**config.mk**
```make
export PLATFORM = sky130hd
export DESIGN_NAME = pm_result_display
export DESIGN_NICKNAME = d
export VERILOG_FILES = /design/src/rtl/pm_disp_pkg.sv /design/src/rtl/pm_hex7seg.sv /design/src/rtl/pm_result_display.sv
export SDC_FILE = /design/constraint.sdc
export NUM_CORES = 1
export LEC_CHECK = 0
export BUFFER_PORTS_ARGS = -buffer_cell sky130_fd_sc_hd__buf_2
export CORE_MARGIN = 2
export CORE_UTILIZATION = 30
export CTS_CLUSTER_SIZE = 25
export DETAILED_ROUTE_END_ITERATION = 12
export SLEW_MARGIN = 0
export SYNTH_ARGS = -nofsm -noshare
export SYNTH_HDL_FRONTEND = slang
export SYNTH_SLANG_ARGS = --single-unit
```
**constraint.sdc**
```tcl
create_clock -name clk -period 3.6 [get_ports clk]
set_input_delay 0.36 -clock clk [delete_from_list [all_inputs] [get_ports clk]]
set_output_delay 0.36 -clock clk [all_outputs]
set_load 0.02 [all_outputs]
```
**src/rtl/pm_disp_pkg.sv**
```systemverilog
// Shared types and constants for the result display: digit-slot states,
// inactive drive levels and the active-low hex-to-segment table (gfedcba).
package pm_disp_pkg;

    typedef enum logic [1:0] {
        DIG0 = 2'd0,
        DIG1 = 2'd1,
        DIG2 = 2'd2,
        DIG3 = 2'd3
    } dig_state_t;

    localparam logic [6:0] SEG_BLANK = 7'b1111111;
    localparam logic [3:0] AN_OFF    = 4'b1111;

    // Entry i holds the pattern for nibble value i; listed from F down to 0.
    localparam logic [15:0][6:0] HEX7_TBL = {
        7'b0001110,  // F
        7'b0000110,  // E
        7'b0100001,  // d
        7'b1000110,  // C
        7'b0000011,  // b
        7'b0001000,  // A
        7'b0010000,  // 9
        7'b0000000,  // 8
        7'b1111000,  // 7
        7'b0000010,  // 6
        7'b0010010,  // 5
        7'b0011001,  // 4
        7'b0110000,  // 3
        7'b0100100,  // 2
        7'b1111001,  // 1
        7'b1000000   // 0
    };

endpackage

```
**src/rtl/pm_hex7seg.sv**
```systemverilog
// Combinational 4-bit to active-low seven-segment decoder (gfedcba).
module pm_hex7seg
    import pm_disp_pkg::*;
(
    input  logic [3:0] nibble,
    output logic [6:0] seg
);

    assign seg = HEX7_TBL[nibble];

endmodule

```
**src/rtl/pm_result_display.sv**
```systemverilog
// Four-digit multiplexed seven-segment driver for results r0..r2, snapshot once per frame.
// Optional leading-zero blanking of digits 2/1 when PM_LZ_BLANK_EN is defined.
//
// state | meaning
// DIG0  | slot driving digit 0 (r0 snapshot); frame starts at cnt==0 here
// DIG1  | slot driving digit 1 (r1 snapshot)
// DIG2  | slot driving digit 2 (r2 snapshot)
// DIG3  | idle slot, all anodes off, keeps 1/4 duty per digit
module pm_result_display
    import pm_disp_pkg::*;
#(
    parameter int REFRESH_DIV = 100000,
    parameter int BLANK_CYC   = 4,
    parameter int CNT_W       = (REFRESH_DIV > 1) ? $clog2(REFRESH_DIV) : 1
) (
    input  logic       clk,
    input  logic       reset,
    input  logic       hold,
    input  logic [3:0] r0,
    input  logic [3:0] r1,
    input  logic [3:0] r2,
    output logic [3:0] an,
    output logic [6:0] seg,
    output logic       dp,
    output logic       frame
);

    localparam logic [CNT_W-1:0] CNT_LAST  = CNT_W'(REFRESH_DIV - 1);
    localparam logic [CNT_W-1:0] BLANK_LIM = CNT_W'(BLANK_CYC);

    dig_state_t       state;
    logic [CNT_W-1:0] cnt;
    logic [3:0]       snap0, snap1, snap2;
    logic [3:0]       nib;
    logic [6:0]       seg_dec;
    logic             frame_start;
    logic             blank_win;
    logic             lz_blank;

    assign frame_start = (state == DIG0) && (cnt == '0);
    assign blank_win   = (cnt < BLANK_LIM);

    always_comb begin
        nib = snap2;
        case (state)
            DIG0:    nib = snap0;
            DIG1:    nib = snap1;
            default: nib = snap2;
        endcase
    end

    pm_hex7seg u_hex7seg (
        .nibble (nib),
        .seg    (seg_dec)
    );

    // Leading-zero decision uses the frame snapshot, so it is stable within a frame.
    always_comb begin
        lz_blank = 1'b0;
`ifdef PM_LZ_BLANK_EN
        if (state == DIG2)
            lz_blank = (snap2 == 4'd0);
        else if (state == DIG1)
            lz_blank = (snap2 == 4'd0) && (snap1 == 4'd0);
`endif
    end

    always_ff @(posedge clk) begin
        if (reset) begin
            cnt   <= '0;
            state <= DIG0;
            snap0 <= 4'd0;
            snap1 <= 4'd0;
            snap2 <= 4'd0;
            an    <= AN_OFF;
            seg   <= SEG_BLANK;
            dp    <= 1'b1;
            frame <= 1'b0;
        end else begin
            if (cnt == CNT_LAST) begin
                cnt <= '0;
                case (state)
                    DIG0:    state <= DIG1;
                    DIG1:    state <= DIG2;
                    DIG2:    state <= DIG3;
                    default: state <= DIG0;
                endcase
            end else begin
                cnt <= cnt + 1'b1;
            end

            frame <= frame_start;
            dp    <= 1'b1;

            if (frame_start && !hold) begin
                snap0 <= r0;
                snap1 <= r1;
                snap2 <= r2;
            end

            if (blank_win || state == DIG3) begin
                an  <= AN_OFF;
                seg <= SEG_BLANK;
            end else begin
                case (state)
                    DIG0:    an <= 4'b1110;
                    DIG1:    an <= 4'b1101;
                    default: an <= 4'b1011;
                endcase
                seg <= lz_blank ? SEG_BLANK : seg_dec;
            end
        end
    end

endmodule

```
==> out/qor.yml, run 1 <==
clock_tree:
  cts_setup_buffers: 0
  cts.sinks: 42
  clock_path_buffers: 2
  clock-root-buffer: "clkbuf_8"
  cts_tree: "done"
  worstSkewPairLatency_ps: 290
  clkSlewWorstSetupHoldPaths_ps: 80
  cts_made_buffers: 5
  htreeDepth: 2
  cts_hold_buffers: 0
  ctsResizeCount: 0
die:
  core_area_sq_um: 6790
  die_area_sq_um: 7670
  start_util: 0.308
  die_w_um: 87.6
  die_h_um: 87.6
  ios: 28
  rows: 30
place:
  dpl.hpwl_um: 3110
  place_congestion: 0.749
  port_buffers: 25
  placed_cell_area_sq_um: 2270
  place_inst: 339
synth:
  synth_top_area_share: 0.401
  synth-edff-count: 0
  ys_types: 47
  synthCells: 231
  syn_area_per_cell_sq_um: 9.07
  ys_seq_area_frac: 0.401
  yosys.area.top_type: "dfxtp_1"
  synth_seq_cells: 42
  synth_flop_cell: "dfxtp_1"
  synth_most_common_cell: "dfxtp_1"
  synth_warnings: 0
  synth.top_cells.by_count: "42 x dfxtp_1, 20 x a21oi_1, 18 x o21ai_0, 15 x nor2_1"
  synthArstFlopShare: 0
  synth_area_leaders: "dfxtp_1 40%, ha_1 7.8%, nand4b_1 5.0%, a21oi_1 4.8%, o21ai_0 4.3%"
  mappedNetlistArea_sq_um: 2100
finish:
  multiInputGateArea_sq_um: 1150
  fin_nets: 278
  areaGrowthSynthToFinish_pct: 12.7
  finalNonFillerCells: 347
  fin_util: 0.348
  n_antenna_cell: 0
  layout.area.seq_sq_um: 841
  postLayoutCellArea_sq_um: 2360
  drive_gt1_frac: 0.167
  nFillCells: 706
grt:
  met3_usage: 0.0264
  overflow: 0
  grt_util_met2: 0.174
  antenna_found_initial: 0
  grt_pass1_wl_um: 7180
  first_global_vias: 1516
  grt-busiest-layer: "met2"
  met1_usage: 0.167
  grt_max_degree: 19
  grt_use_total: 0.118
timing:
  tightest_slew_ps: 595
  setup_viol: 0
  rsz0062_at_grt: "false"
  fmax_ghz: 0.368
  final_hold_viol_count: 0
  fin_skew_ps: 7.50
  setup_tns_ps: 0
  min_period_ps: 2720
  slew_viol_final: 0
  finalCritPeriodShare: 0.755
  relSlewSlack: 0.599
run:
  max_cap_violations: 0
drt:
  vias_per_cell: 4.90
  drtIter0Drc: 72
  totalWireLength_um: 4420
  drtPass1Iterations: 4
  wl_per_cell_um: 12.7
  vias: 1699
  drc: 0
  ant_nets: 0
power:
  p_per_area_nw_per_um2: 382
  leakage_nw: 0.911
  p_sw_w: 0.000227
  internal_power_w: 0.000677
  p_sw_frac: 0.251
  power.total_w: 0.000903
  ir_drop_mv: 0.116
  combinationalPowerShare: 0.116
  clkPwrFrac: 0.344
  p_seq_frac: 0.540
setup_path:
  rrSetupSlack_ps: 880
  worstPathArrival_ps: 2880
  endpoint_kind: "register"
  worst_ep_required_time_ps: 3770
  critical_path_class: "register to register"
  worstSetupStartpointType: "register"
  worstPathMaxFanout: 12
  r2r_cells: 8
hold_path:
  hp-class: "primary input to register"
  hold_depth: 3
outcome:
  status: "completed"
-- sequential cells by signal (all words and copies together) (netlist names) --
name and cells:
snap0 4, an 3, cnt 17, snap1 4, seg 7, snap2 4
state 2, frame 1
-- power by group through the flow --
stage / combinational, W / sequential [W] / clock, W
5_1_grt: 0.000118 / 0.000490 / 0.000340
3_3_place_gp: 0.000102 / 0.000500 / 0
3_5_place_dp: 0.000104 / 0.000499 / 0
6_report: 0.000105 / 0.000488 / 0.000311
4_1_cts: 0.000105 / 0.000488 / 0.000319
2_1_floorplan: 0.0000746 / 0.000502 / 0
-- kinds of logic after synthesis --
logic type | Yosys count | share of synthesized area
multiplexers | 5 | 0.0299
AO/OA/AOI/OAI | 53 | 0.152
XOR/XNOR | 10 | 0.0418
other | 1 | 0.00179
buffers and inverters | 23 | 0.0531
adder cells (fa/ha/maj) | 13 | 0.0776
AND/OR/NAND/NOR | 84 | 0.242
flip-flops | 42 | 0.401
-- final cells by class --
type / instances / share of cell area
inverter: 8 / 0.0127
sequential: 42 / 0.356
tap: 96 / 0.0508
multi-input combinational: 167 / 0.486
clock buffer: 7 / 0.0365
timing repair buffer: 26 / 0.0561
clock inverter: 1 / 0.00212
-- per-stage QoR --
| stage | worst slack [ps] | hold slack [ps] |
|---|---|---|
| 2_1_floorplan | 1090 | 425 |
| 3_3_place_gp | 1030 | 444 |
| 3_5_place_dp | 889 | 453 |
| 4_1_cts | 878 | 343 |
| 5_1_grt | 658 | 350 |
| 6_report | 883 | 347 |
-- worst max-delay path, cell delays in order (launching register included) --
cell	delay (ps)
dfxtp_1	400
inv_1	90
ha_1	350
a22o_2	310
a21oi_1	410
inv_1	170
ha_1	270
mux4_2	460
nand2b_1	140
-- layout by cell type (no fill, tap or decap), types with 2 or more instances in the layout --
master	instances
nand2_1	13
nor4_1	3
nor3b_1	2
nor2_1	15
a22o_2	3
mux2i_1	4
and3_1	7
nand3_1	5
and4_1	2
inv_1	8
dfxtp_1	42
nor3_1	2
nand4_1	8
conb_1	2
or3_1	3
o21ai_0	18
xor2_1	9
ha_1	13
nand4b_1	12
and2_1	2
a21oi_1	20
clkbuf_8	6
o221ai_1	4
buf_2	25
-- path summary, 6_finish.rpt --
path	end	startpoint
hold / removal	snap1[2]	r1[2]
hold reg to reg	cnt[0]	cnt[0]
setup / recovery	seg[3]	state[0]
setup reg to reg	seg[3]	state[0]
-- routing by layer --
| metal | part of all wire | wire length [um] |
|---|---|---|
| met3 | 0.035 | 155 |
| met2 | 0.44 | 1950 |
| met4 | 0.014 | 63 |
| met1 | 0.51 | 2250 |
| met5 | 0 | 0 |
Power figures use the tool's default switching activity.
==> inputs of run 2 (changes only) <==
==> constraint.sdc (replaced) <==
create_clock -name clk -period 2.6 [get_ports clk]
set_input_delay 0.26 -clock clk [delete_from_list [all_inputs] [get_ports clk]]
set_output_delay 0.26 -clock clk [all_outputs]
set_load 0.02 [all_outputs]
==> run 2 against run 1 <==
Clock power rose by 39%. Final cell count rose by 1.2%. Via count rose by 1.5%. Sequential share of layout area fell by 0.54 points. Critical path type unchanged. Combinational power rose by 42%. Count of clock-buffer cells in the layout fell by 1.
==> out/qor.yml, run 2 (synthesized netlist as in run 1, its figures left out) <==
outcome:
  status: "completed"
clock_tree:
  clock-root-buffer: "clkbuf_8"
  clock_path_buffers: 2  # unchanged
  cts_tree: "done"
  clkSlewWorstSetupHoldPaths_ps: 80  # about the same
  cts_hold_buffers: 0  # unchanged
  cts.sinks: 42  # unchanged
  cts_made_buffers: 5  # unchanged
  cts_setup_buffers: 0  # unchanged
  htreeDepth: 2  # unchanged
  worstSkewPairLatency_ps: 290  # about the same
setup_path:
  worstSetupStartpointType: "register"
  crit_path_cell_trace: "inv_1 > ha_2 > a22o_2 > a21oi_1 > inv_1 > ha_1 > mux4_2 > nand2b_1"
  worstPathArrival_ps: 2520  # -360 ps
  worst_ep_required_time_ps: 2770  # -1000 ps
  worstPathMaxFanout: 12  # unchanged
  max_stage_delay_ps: 450  # about the same
  rrSetupSlack_ps: 250  # -630 ps
  crit_top_cell: "inv_1"
  endpoint_kind: "register"
  critical_path_class: "register to register"
  cpMaxStageDelayCell: "mux4_2"
timing:
  fin_skew_ps: 2.77  # -4.73 ps
  holdWs_ps: 245  # -101 ps
  relSlewSlack: 0.618  # +0.0181
  slew_viol_final: 0  # unchanged
  setup_viol: 0  # unchanged
  rsz0062_at_grt: "false"
  min_period_ps: 2350  # -366 ps
  final_hold_viol_count: 0  # unchanged
  finalCritPeriodShare: 0.904  # +0.149
  setup_tns_ps: 0  # unchanged
  fmax_ghz: 0.425  # +16%
  tightest_slew_ps: 571  # -24.2 ps
grt:
  overflow: 0  # unchanged
  grt_max_degree: 19  # unchanged
  grt_use_total: 0.122  # +0.00339
  antenna_found_initial: 0  # unchanged
  grt_pass1_wl_um: 7360  # +2.5%
  first_global_vias: 1591  # +4.9%
finish:
  final_cell_mix: "42 x dfxtp_1, 25 x buf_2, 20 x a21oi_1"
  areaGrowthSynthToFinish_pct: 14.4
  multiInputGateArea_sq_um: 1150  # +0.22%
  layout.area.seq_sq_um: 841  # unchanged
  final_common_cell: "dfxtp_1"
  n_antenna_cell: 0  # unchanged
  fin_nets: 282  # +1.4%
  drive_gt1_frac: 0.188  # +0.0209
  nFillCells: 712  # +0.85%
  biggestRegsByFlops: "cnt x17, seg x7"
  largest_reg_flops: 17  # unchanged
  postLayoutCellArea_sq_um: 2400  # +1.5%
  regMostFlops: "cnt"
hold_path:
  hp-class: "primary input to register"
drt:
  drc: 0  # unchanged
  wl_per_cell_um: 12.3  # -3.1%
  drtPass1Iterations: 4  # unchanged
  ant_nets: 0  # unchanged
  totalWireLength_um: 4330  # -2.0%
  drtIter0Drc: 114  # +58%
  vias_per_cell: 4.91  # +0.32%
  vias: 1724  # +1.5%
power:
  clkPwrFrac: 0.344  # about the same
  p_per_area_nw_per_um2: 524  # +37%
  internal_power_w: 0.000939  # +39%
  p_sw_w: 0.000317  # +40%
  power.total_w: 0.00126  # +39%
  leakage_nw: 0.929  # +1.9%
  p_seq_frac: 0.537  # -0.003
  p_sw_frac: 0.252  # +0.00133
  combinationalPowerShare: 0.119  # +0.003
  ir_drop_mv: 0.187  # +62%
die:
  die_area_sq_um: 7670  # unchanged
  die_h_um: 87.6  # unchanged
  start_util: 0.308  # unchanged
  rows: 30  # unchanged
  die_w_um: 87.6  # unchanged
  ios: 28  # unchanged
  core_area_sq_um: 6790  # unchanged
place:
  dpl.hpwl_um: 3120  # +0.43%
  port_buffers: 25  # unchanged
  place_congestion: 0.769  # +2.6%
  placed_cell_area_sq_um: 2300  # +1.3%
run:
  max_cap_violations: 0  # unchanged
==> run 2: changes by cell type in the layout (fill, tap and decap cells not counted) <==
cell and change:
buf_4 +4, clkbuf_1 -1, clkinvlp_4 +1, ha_1 -1
ha_2 +1
==> run 2: final cells by class <==
cell class	count	area share
Clock inverter	2	0.00522
Multi-Input combinational cell	167	0.479
Sequential cell	42	0.351
Tap cell	96	0.0501
Timing Repair Buffer	30	0.0678
Clock buffer	6	0.0344
Inverter	8	0.0125
==> run 2: power by group through the flow <==
| stage | registers (W) | logic (W) | clock network (W) |
|---|---|---|---|
| 5_1_grt | 0.000678 | 0.000167 | 0.000481 |
| 2_1_floorplan | 0.000696 | 0.000103 | 0 |
| 3_3_place_gp | 0.000692 | 0.000146 | 0 |
| 3_5_place_dp | 0.000691 | 0.000149 | 0 |
| 4_1_cts | 0.000675 | 0.000150 | 0.000450 |
| 6_report | 0.000675 | 0.000149 | 0.000432 |
==> run 2: worst max-delay path: cells and delay by family, from the launching register on <==
family / cells / cell delay [ps]
buffers and inverters: 2 / 230
flip-flops: 1 / 410
AND/OR/NAND/NOR: 1 / 140
multiplexers: 1 / 450
adder cells (fa/ha/maj): 2 / 540
AO/OA/AOI/OAI: 2 / 460
==> run 2: path summary, 6_finish.rpt <==
| kind | from | end | depth (start not counted) |
|---|---|---|---|
| max | state[0] | seg[3] | 8 |
| min | r1[1] | snap1[1] | 3 |
| max reg2reg | state[0] | seg[3] | 8 |
| min reg2reg | cnt[0] | cnt[0] | 1 |
==> run 2: what timing repair did <==
action,in CTS,in global routing
setup endpoints to repair,0,1
endpoints found under the hold margin,0,0
resized for setup,0,1
==> run 2: through the flow <==
step	std cells	utilization	setup WS (ps)
CTS	351	0.353	133
global route	351	0.353	41.5
floorplan	232	-	89.0
finish	351	0.353	249
detailed placement	343	0.339	177
global placement	343	0.339	282
==> run 2: per-layer routing <==
layer | part of all wire | vias up | wire length (um) | GRT usage
met1 | 0.49 | 808 | 2120 | 0.163
met4 | 0.020 | 0 | 86 | 0.0517
met5 | 0 | - | 0 | 0
met3 | 0.047 | 6 | 204 | 0.0339
li1 | - | 881 | - | -
met2 | 0.44 | 29 | 1920 | 0.184
==> inputs of run 3 (changes only) <==
--- a/config.mk
+++ b/config.mk
@@ -5,7 +5,7 @@
 export SDC_FILE = /design/constraint.sdc
 export NUM_CORES = 1
 export LEC_CHECK = 0
-export BUFFER_PORTS_ARGS = -buffer_cell sky130_fd_sc_hd__buf_2
+export BUFFER_PORTS_ARGS = -buffer_cell sky130_fd_sc_hd__buf_4
 export CORE_MARGIN = 2
 export CORE_UTILIZATION = 30
 export CTS_CLUSTER_SIZE = 25
==> constraint.sdc (replaced) <==
create_clock -name clk -period 2.6 [get_ports clk]
set_input_delay 0.13 -clock clk [delete_from_list [all_inputs] [get_ports clk]]
set_output_delay 0.13 -clock clk [all_outputs]
set_load 0.02 [all_outputs]
==> run 3 against run 2 <==
Worst setup slack improved by 55 ps. Count of clock-buffer cells in the layout increased by 1. Utilization increased by 0.87 points. Combinational power increased by 6%. Largest power group unchanged. Register-to-register slack improved by 60 ps. Sequential share of layout area decreased by 0.84 points. Power increased by 0.77%. Final area increased by 2.5%. Final cell count unchanged. Die area unchanged. Highest routed layer unchanged. Sequential cell count unchanged. First-iteration DRC count decreased by 47%.
==> out/qor.yml, run 3 (synthesized netlist as in run 1, its figures left out) <==
clock_tree:
  cts_setup_buffers: 0  # unchanged
  htreeDepth: 2  # unchanged
  ctsResizeCount: 0  # unchanged
  clock_path_buffers: 2  # unchanged
  cts_made_buffers: 5  # unchanged
  cts_hold_buffers: 0  # unchanged
  worstSkewPairLatency_ps: 290  # about the same
  clkSlewWorstSetupHoldPaths_ps: 80  # about the same
  clock-root-buffer: "clkbuf_8"
  cts_tree: "done"
  cts.sinks: 42  # unchanged
timing:
  tightest_slew_ps: 597  # +26.3 ps
  fin_skew_ps: 3.47  # +0.704 ps
  final_hold_viol_count: 0  # unchanged
  relSlewSlack: 0.598  # -0.0195
  fmax_ghz: 0.436  # +2.4%
  min_period_ps: 2300  # -55.4 ps
  setup_ws_ps: 305  # +55.4 ps
  setup_tns_ps: 0  # unchanged
  finalCritPeriodShare: 0.883  # -0.0213
  rsz0062_at_grt: "false"
  setup_viol: 0  # unchanged
  slew_viol_final: 0  # unchanged
die:
  die_area_sq_um: 7670  # unchanged
  ios: 28  # unchanged
  start_util: 0.308  # unchanged
  die_h_um: 87.6  # unchanged
  core_area_sq_um: 6790  # unchanged
  rows: 30  # unchanged
  die_w_um: 87.6  # unchanged
grt:
  overflow: 0  # unchanged
  grt_max_degree: 19  # unchanged
  grt_use_total: 0.121  # -0.000782
  antenna_found_initial: 0  # unchanged
  grt_pass1_wl_um: 7370  # +0.19%
  first_global_vias: 1611  # +1.3%
drt:
  totalWireLength_um: 4410  # +1.9%
  drtPass1Iterations: 4  # unchanged
  wl_per_cell_um: 12.6  # +1.9%
  vias: 1718  # -0.35%
  ant_nets: 0  # unchanged
  drc: 0  # unchanged
  vias_per_cell: 4.89  # -0.35%
  drtIter0Drc: 60  # -47%
setup_path:
  worstPathMaxFanout: 12  # unchanged
  cpMaxStageDelayCell: "mux4_2"
  crit_top_cell: "inv_1"
  worstSetupStartpointType: "register"
  critical_path_class: "register to register"
  worstReg2RegEnd: "seg[3]"
  r2r_cells: 8  # unchanged
  max_stage_delay_ps: 450  # about the same
  crit_path_cell_trace: "inv_1 > ha_2 > a22o_2 > a21oi_1 > inv_1 > ha_1 > mux4_2 > nand2b_1"
  worst_ep_required_time_ps: 2770  # about the same
  endpoint_kind: "register"
  worstPathArrival_ps: 2460  # -60 ps
  rrSetupSlack_ps: 300  # +60 ps
  r2r_start: "state[0]"
finish:
  largest_reg_flops: 17  # unchanged
  n_antenna_cell: 0  # unchanged
  final_common_cell: "dfxtp_1"
  drive_gt1_frac: 0.184  # -0.00392
  areaGrowthSynthToFinish_pct: 17.3
  nFillCells: 717  # +0.70%
  biggestRegsByFlops: "cnt x17, seg x7"
  regMostFlops: "cnt"
  fin_nets: 282  # unchanged
  final_cell_mix: "42 x dfxtp_1, 30 x buf_4, 20 x a21oi_1"
power:
  clkPwrFrac: 0.341  # -0.003
  ir_drop_mv: 0.188  # +0.58%
  leakage_nw: 0.961  # +3.4%
  p_sw_w: 0.000317  # -0.12%
  internal_power_w: 0.000949  # +1.1%
  combinationalPowerShare: 0.125  # +0.006
  p_sw_frac: 0.250  # -0.00223
  p_seq_frac: 0.534  # -0.003
  p_per_area_nw_per_um2: 515  # -1.6%
place:
  dpl.hpwl_um: 3120  # about the same
  port_buffers: 25  # unchanged
  place_congestion: 0.764  # -0.59%
  place_ws_ps: 209  # +32.2 ps
run:
  max_cap_violations: 0  # unchanged
hold_path:
  min_to: "snap0[3]"
  worstHoldStart: "r0[3]"
  hold_depth: 3  # unchanged
  hp-class: "primary input to register"
outcome:
  status: "completed"
[run 3: changes by cell type in the layout (fill, tap and decap cells not counted)]
cell / before / now
buf_4: 5 / 30
clkbuf_1: 0 / 1
buf_2: 25 / 0
clkinvlp_4: 1 / 0
[run 3: worst max-delay path: cells and delay by family, from the launching register on]
kind	cells	cell delay, ps
adder cells (fa/ha/maj)	2	530
multiplexers	1	450
AO/OA/AOI/OAI	2	420
flip-flops	1	410
buffers and inverters	2	220
AND/OR/NAND/NOR	1	140
[run 3: worst max-delay path by stage]
| stage | from | to | slack, ps |
|---|---|---|---|
| floorplan | state[0] | seg[3] | 90 |
| global placement | state[0] | seg[3] | 280 |
| detailed placement | state[0] | seg[3] | 210 |
| CTS | state[0] | seg[3] | 200 |
| global route | state[0] | seg[3] | 110 |
| finish | state[0] | seg[3] | 300 |
[run 3: through the flow]
stage / cell area, sq um / hold slack (ps) / power, W / std cells / utilization
after floorplan: 2100 / 307 / 0.000799 / 232 / -
after global placement: 2360 / 432 / 0.000847 / 343 / 0.348
after detailed placement: 2360 / 432 / 0.000849 / 343 / 0.348
after CTS: 2450 / 121 / 0.00128 / 351 / 0.361
after global routing: 2460 / 108 / 0.00133 / 351 / 0.362
final: 2460 / 127 / 0.00127 / 351 / 0.362
[run 3: power groups by stage]
| stage | Sequential (W) | Combinational [W] | Clock (W) |
|---|---|---|---|
| after CTS | 0.000677 | 0.000158 | 0.000443 |
| final | 0.000676 | 0.000158 | 0.000432 |
| after floorplan | 0.000696 | 0.000103 | 0 |
| after global routing | 0.000679 | 0.000175 | 0.000475 |
| after detailed placement | 0.000692 | 0.000157 | 0 |
| after global placement | 0.000692 | 0.000155 | 0 |
[run 3: layout make-up]
type                            count  area, sq um  area share
Clock buffer                        7         86.3      0.0351
Multi-Input combinational cell    167         1150       0.468
Clock inverter                      1         5.00     0.00204
Timing Repair Buffer               30          225      0.0916
Tap cell                           96          120      0.0489
Inverter                            8         30.0      0.0122
Sequential cell                    42          841       0.342
[run 3: per-layer routing]
layer / track usage / part of all wire
met1: 0.168 / 0.52
met2: 0.183 / 0.44
met3: 0.0302 / 0.034
met4: 0.0420 / 0.014
met5: 0 / 0
